===== src/rtl/awb_gain_if.sv =====
// Request/result bundle for the gray-world AWB gain calculator.
// The producer side (statistics block) is master; the calculator is slave.
interface awb_gain_if;
  logic        valid_i;
  logic [7:0]  r_mean_i;
  logic [7:0]  g_mean_i;
  logic [7:0]  b_mean_i;
  logic [15:0] K_R_o;
  logic [15:0] K_G_o;
  logic [15:0] K_B_o;
  logic        finish_o;

  modport master (
    output valid_i, r_mean_i, g_mean_i, b_mean_i,
    input  K_R_o, K_G_o, K_B_o, finish_o
  );

  modport slave (
    input  valid_i, r_mean_i, g_mean_i, b_mean_i,
    output K_R_o, K_G_o, K_B_o, finish_o
  );
endinterface


===== src/rtl/awb_gain.sv =====
// Gray-world AWB gains: K_c = floor(((r+g+b)<<8) / (3*mean_c)) in Q8.8,
// computed with one shared 18-step restoring divider, channels R, G, B in turn.
module awb_gain (
  input  logic        clk,
  input  logic        rst_n,
  awb_gain_if.slave   bus
);

  typedef enum logic [2:0] {
    IDLE,
    DIV_R,
    DIV_G,
    DIV_B,
    DONE
  } state_t;

  state_t      state;
  state_t      state_next;

  logic [17:0] num;
  logic [9:0]  div_r;
  logic [9:0]  div_g;
  logic [9:0]  div_b;
  logic [4:0]  cnt;
  logic [10:0] rem;
  logic [17:0] quo;
  logic [15:0] hold_r;
  logic [15:0] hold_g;
  logic [15:0] k_r;
  logic [15:0] k_g;
  logic [15:0] k_b;
  logic        finish;

  logic [9:0]  divisor;
  logic [4:0]  bit_idx;
  logic [10:0] trial;
  logic        fits;
  logic [10:0] rem_next;
  logic [17:0] quo_next;
  logic [15:0] gain_next;
  logic        last_step;
  logic [9:0]  sum;

  assign sum       = 10'(bus.r_mean_i) + 10'(bus.g_mean_i) + 10'(bus.b_mean_i);
  assign last_step = (cnt == 5'd17);
  assign bit_idx   = 5'd17 - cnt;

  // One restoring step; rem[10] stands for the bit shifted out of the
  // 11-bit window, which forces a subtract when set.
  always_comb begin
    divisor = div_r;
    case (state)
      DIV_G:   divisor = div_g;
      DIV_B:   divisor = div_b;
      default: divisor = div_r;
    endcase
    trial     = {rem[9:0], num[bit_idx]};
    fits      = rem[10] | (trial >= {1'b0, divisor});
    rem_next  = fits ? (trial - {1'b0, divisor}) : trial;
    quo_next  = quo | (18'(fits) << bit_idx);
    gain_next = ((divisor == '0) || (|quo_next[17:16])) ? 16'hFFFF : quo_next[15:0];
  end

  always_comb begin
    state_next = state;
    case (state)
      IDLE:    if (bus.valid_i) state_next = DIV_R;
      DIV_R:   if (last_step)   state_next = DIV_G;
      DIV_G:   if (last_step)   state_next = DIV_B;
      DIV_B:   if (last_step)   state_next = DONE;
      DONE:                     state_next = IDLE;
      default:                  state_next = IDLE;
    endcase
  end

  always_ff @(posedge clk or negedge rst_n) begin
    if (!rst_n) state <= IDLE;
    else        state <= state_next;
  end

  always_ff @(posedge clk or negedge rst_n) begin
    if (!rst_n) begin
      num    <= '0;
      div_r  <= '0;
      div_g  <= '0;
      div_b  <= '0;
      cnt    <= '0;
      rem    <= '0;
      quo    <= '0;
      hold_r <= '0;
      hold_g <= '0;
      k_r    <= '0;
      k_g    <= '0;
      k_b    <= '0;
      finish <= 1'b0;
    end else begin
      finish <= 1'b0;
      case (state)
        IDLE: begin
          if (bus.valid_i) begin
            num   <= {sum, 8'h00};
            div_r <= 10'(bus.r_mean_i) * 10'd3;
            div_g <= 10'(bus.g_mean_i) * 10'd3;
            div_b <= 10'(bus.b_mean_i) * 10'd3;
            cnt   <= '0;
            rem   <= '0;
            quo   <= '0;
          end
        end
        DIV_R, DIV_G, DIV_B: begin
          if (last_step) begin
            cnt <= '0;
            rem <= '0;
            quo <= '0;
            if (state == DIV_R) hold_r <= gain_next;
            if (state == DIV_G) hold_g <= gain_next;
            if (state == DIV_B) begin
              k_r    <= hold_r;
              k_g    <= hold_g;
              k_b    <= gain_next;
              finish <= 1'b1;
            end
          end else begin
            cnt <= cnt + 5'd1;
            rem <= rem_next;
            quo <= quo_next;
          end
        end
        default: ;
      endcase
    end
  end

  assign bus.K_R_o    = k_r;
  assign bus.K_G_o    = k_g;
  assign bus.K_B_o    = k_b;
  assign bus.finish_o = finish;

endmodule


===== src/flat_wrapper.sv =====
// flat-port wrapper written by rule: the top's interface ports become plain ports
module awb_gain_flat 
  (clk, rst_n, bus_valid_i, bus_r_mean_i, bus_g_mean_i, bus_b_mean_i, bus_K_R_o, bus_K_G_o, bus_K_B_o, bus_finish_o);
  awb_gain_if bus_i ();
  input  logic clk;
  input  logic rst_n;
  input wire logic [$bits(bus_i.valid_i)-1:0] bus_valid_i;
  input wire logic [$bits(bus_i.r_mean_i)-1:0] bus_r_mean_i;
  input wire logic [$bits(bus_i.g_mean_i)-1:0] bus_g_mean_i;
  input wire logic [$bits(bus_i.b_mean_i)-1:0] bus_b_mean_i;
  output wire logic [$bits(bus_i.K_R_o)-1:0] bus_K_R_o;
  output wire logic [$bits(bus_i.K_G_o)-1:0] bus_K_G_o;
  output wire logic [$bits(bus_i.K_B_o)-1:0] bus_K_B_o;
  output wire logic [$bits(bus_i.finish_o)-1:0] bus_finish_o;
  assign bus_i.valid_i = bus_valid_i;
  assign bus_i.r_mean_i = bus_r_mean_i;
  assign bus_i.g_mean_i = bus_g_mean_i;
  assign bus_i.b_mean_i = bus_b_mean_i;
  assign bus_K_R_o = bus_i.K_R_o;
  assign bus_K_G_o = bus_i.K_G_o;
  assign bus_K_B_o = bus_i.K_B_o;
  assign bus_finish_o = bus_i.finish_o;
  awb_gain u_core (.clk(clk), .rst_n(rst_n), .bus(bus_i));
endmodule

===== config.mk =====
export PLATFORM = sky130hd
export DESIGN_NAME = awb_gain_flat
export DESIGN_NICKNAME = d
export VERILOG_FILES = /design/src/rtl/awb_gain_if.sv /design/src/rtl/awb_gain.sv /design/src/flat_wrapper.sv
export SDC_FILE = /design/constraint.sdc
export NUM_CORES = 1
export LEC_CHECK = 0
export BUFFER_PORTS_ARGS = -buffer_cell sky130_fd_sc_hd__buf_2
export CORE_MARGIN = 2
export CORE_UTILIZATION = 60
export DETAILED_ROUTE_END_ITERATION = 6
export MAX_ROUTING_LAYER = met4
export PLACE_DENSITY_LB_ADDON = 0.08
export RECOVER_POWER = 25
export SLEW_MARGIN = 20
export SYNTH_ARGS = -nofsm -noshare
export SYNTH_HDL_FRONTEND = slang
export SYNTH_SLANG_ARGS = --single-unit

===== constraint.sdc =====
create_clock -name clk -period 4.7 [get_ports clk]
set_input_delay 1.175 -clock clk [delete_from_list [all_inputs] [get_ports clk]]
set_output_delay 1.175 -clock clk [all_outputs]
set_load 0.02 [all_outputs]

==> reports/results.txt <==
Worst path required time - 4.95 ns
#FFs+latches synth - 158
Gpl congestion - 0.894
First-pass GRT wire length - 32,700 um
Gate power share - 47.7%
Clock tree from TritonCTS - yes
Dpl ws - 0.466 ns
Critical R2R Capture - u_core.hold_r[2]$_DFFE_PN0P_
Critical Path Start - u_core.cnt[2]$_DFFE_PN0P_
Nets - 998
VDD IR max - 0.363 mV
DIE HEIGHT - 124 um
Final setup viols - 0
Clock network fraction of design power - 18.6%
CP Class - flip-flop to flip-flop
Initial DRC count - 371
Final worst path period share - 92.1%
R2R Path Start - u_core.cnt[2]$_DFFE_PN0P_
Worst Tran Pin Value - 2.82 ns
Worst-Skew Late Latency - 0.42 ns
Initial Util - 62.0%
Max-cap violations - 1
CP Cell Sequence - inv_1 > ha_1 > mux4_2 > mux2i_1 > a2bb2oi_1 > ha_1 > nor2b_1 > o31a_1 > o221ai_1 > nand3_4 > a2111oi_4 > buf_4 > nor2b_1 > a21oi_1
Wire per inst - 17.7 um
Fin worst setup slack - 0.371 ns
Port Buffers - 75
Worst Hold Class - flip-flop to flip-flop
Run status - finished, violations left
Failing checks - max-capacitance violations, max-slew violations
Top cell type by total area after synthesis - dfrtp_1
Post-synthesis async set-or-reset flop share - 100%
P_sw - 2.84 mW
Antenna viol nets, final - 0
Fin. Hold Viols - 0
Site Rows - 43
Final hold slack - 0.481 ns
Synthesized Nets - 930
Highest clock rate - 231 MHz
GRT overflow - 0
Synth Area per Inst - 10.3 um^2
CP Capture Type - flip-flop
Seq pwr share - 33.8%
Core Area - 14,000 um^2
Total CTS buffers - 17
Max-slew headroom - -87.8%
Commonest cells after routing, fill and taps aside - dfrtp_1, nor2_1, a21oi_1
Drt total wl - 19,500 um
Area Overhead vs Synth - 12.5%
Largest net degree at the start of global routing - 115
DR vias - 6,486
H-tree Lvls - 4
Fraction of layout cells with a size suffix above 1 - 21.5%
Internal power - 3.98 mW
Slowest stage delay, CP - 0.54 ns
Critical path's slowest cell - ha_1
Post-synth EDFFs - 0
RSZ-0062 raised after global routing - no
Initial antenna violation count - 0
Number of diodes - 0
Synth Cell Area - 8670 um^2
Distinct cell type count after synthesis - 58
Most common cell after layout, fill and taps aside - dfrtp_1
Max-slew violations - 115
Lkg Pwr - 4.82 nW
Setup Buffers After CTS - 0
DRC viols - 0
Pwr dens - 699 nW/um^2
CTS Sinks - 158
Post_cts resized - 0
Main synth FF type - dfrtp_1
Drt pass-1 iters - 5
Root buf cell - clkbuf_16
Via/cell ratio - 5.89
Setup_tns - 0 ns
Die Area - 15,400 um^2
Gr usage total - 26.9%
Worst-path clk slew - 0.06 ns
Clock buffer depth - 2
Top cell type's share of synthesized area - 45.6%
Synth area leaders - dfrtp_1, ha_1, mux2_2
Die width - 124 um
Post-Syn Instances - 842
Critical Path Sink - u_core.hold_r[2]$_DFFE_PN0P_
Final min period - 4.33 ns
Setup Skew - 0.0127 ns
Post-DP HPWL - 14,400 um
Vias in the first global route - 6,558
R2R depth - 14
Largest fanout on the critical path - 16
Synth Warn # - 0
# IOs - 76
Sw Share - 41.6%
Startpoint Class - flip-flop
Worst endpoint data arrival time - 4.58 ns
Hold_buf cts - 0
Fillers - 1,111
Reg-to-reg slack, setup - 0.37 ns
Seq/Total Area, Yosys - 45.6%
## metal layers
metal	vias to the layer above	wire length [um]	GRT usage [%]
met1	3151	8530	34.1
met3	48	830	4.09
met2	176	9480	43.5
met5	-	0	-
li1	3111	-	-
met4	0	664	11.4
## critical path, delay by kind of cell (launching register included)
kind,cells,cell delay (ns)
flops,1,0.47
fa+ha+maj,2,0.76
buf+inv,2,0.36
simple gates,3,0.62
compound gates,5,1.41
mux,2,0.53
## power groups by stage
stage	logic, mW	clock network [mW]	registers (mW)
floorplan	2.40	0	2.27
global placement	3.10	0	2.30
detailed placement	3.21	0	2.32
CTS	3.24	1.29	2.30
global route	3.60	1.35	2.36
finish	3.25	1.27	2.30
## per-stage QoR
| step | cells | utilization [%] | instance area, um^2 | power [mW] |
|---|---|---|---|---|
| final | 1102 | 69.8 | 9760 | 6.82 |
| after global routing | 1102 | 69.8 | 9760 | 7.31 |
| after CTS | 1102 | 69.8 | 9770 | 6.82 |
| after detailed placement | 1071 | 66.0 | 9230 | 5.53 |
| after global placement | 1071 | 66.0 | 9230 | 5.40 |
| after floorplan | 842 | - | 8670 | 4.68 |
## area by class of cell
type	count	area [um^2]	area share [%]
Multi-Input combinational cell	621	4480	45.9
Clock buffer	19	433	4.44
Inverter	24	90.1	0.923
Timing Repair Buffer	88	473	4.85
Clock inverter	12	106	1.09
Sequential cell	158	3950	40.5
Tap cell	180	225	2.31
## cells by family after synthesis
group,after synthesis,share of synthesized area [%]
AOI/OAI and AO/OA,203,14.4
xor gates and xnor gates,35,3.53
adders and majority gates,62,9.43
buffers and inverters,63,2.97
DFF,158,45.6
muxes,75,9.94
and+or+nand+nor,246,14.2
## worst min path at each step
| stage | from | endpoint | cells after the start |
|---|---|---|---|
| after CTS | u_core.num[11]$_DFFE_PN0P_ | u_core.num[11]$_DFFE_PN0P_ | 2 |
| after detailed placement | u_core.num[16]$_DFFE_PN0P_ | u_core.num[16]$_DFFE_PN0P_ | 2 |
| after global placement | u_core.num[11]$_DFFE_PN0P_ | u_core.num[11]$_DFFE_PN0P_ | 2 |
| final | u_core.div_b[2]$_DFFE_PN0P_ | u_core.div_b[2]$_DFFE_PN0P_ | 2 |
| after global routing | u_core.quo[0]$_DFFE_PN0P_ | u_core.quo[0]$_DFFE_PN0P_ | 2 |
| after floorplan | u_core.div_b[2]$_DFFE_PN0P_ | u_core.div_b[2]$_DFFE_PN0P_ | 2 |
## registers in the layout (all words and copies together) (netlist names)
name / cells
u_core.bus.K_B_o: 16
u_core.bus.K_G_o: 16
u_core.bus.K_R_o: 16
u_core.bus.finish_o: 1
u_core.cnt: 5
u_core.div_b: 10
u_core.div_g: 10
u_core.div_r: 10
u_core.hold_g: 16
u_core.hold_r: 16
u_core.num: 10
u_core.quo: 18
u_core.rem: 11
u_core.state: 3
## synth_stat cells, types with 11 or more instances
library cell and instances:
dfrtp_1 158, nor2_1 82, a21oi_1 75, nand2_1 74, o21ai_0 58, ha_1 55
mux2_2 55, clkbuf_1 33, inv_1 24, xor2_1 21, nor3_1 18, a21o_1 17
mux2i_1 16, xnor2_1 14, nor2b_1 13, nor2b_4 11
Note: power is estimated with default switching activity, not from simulation.
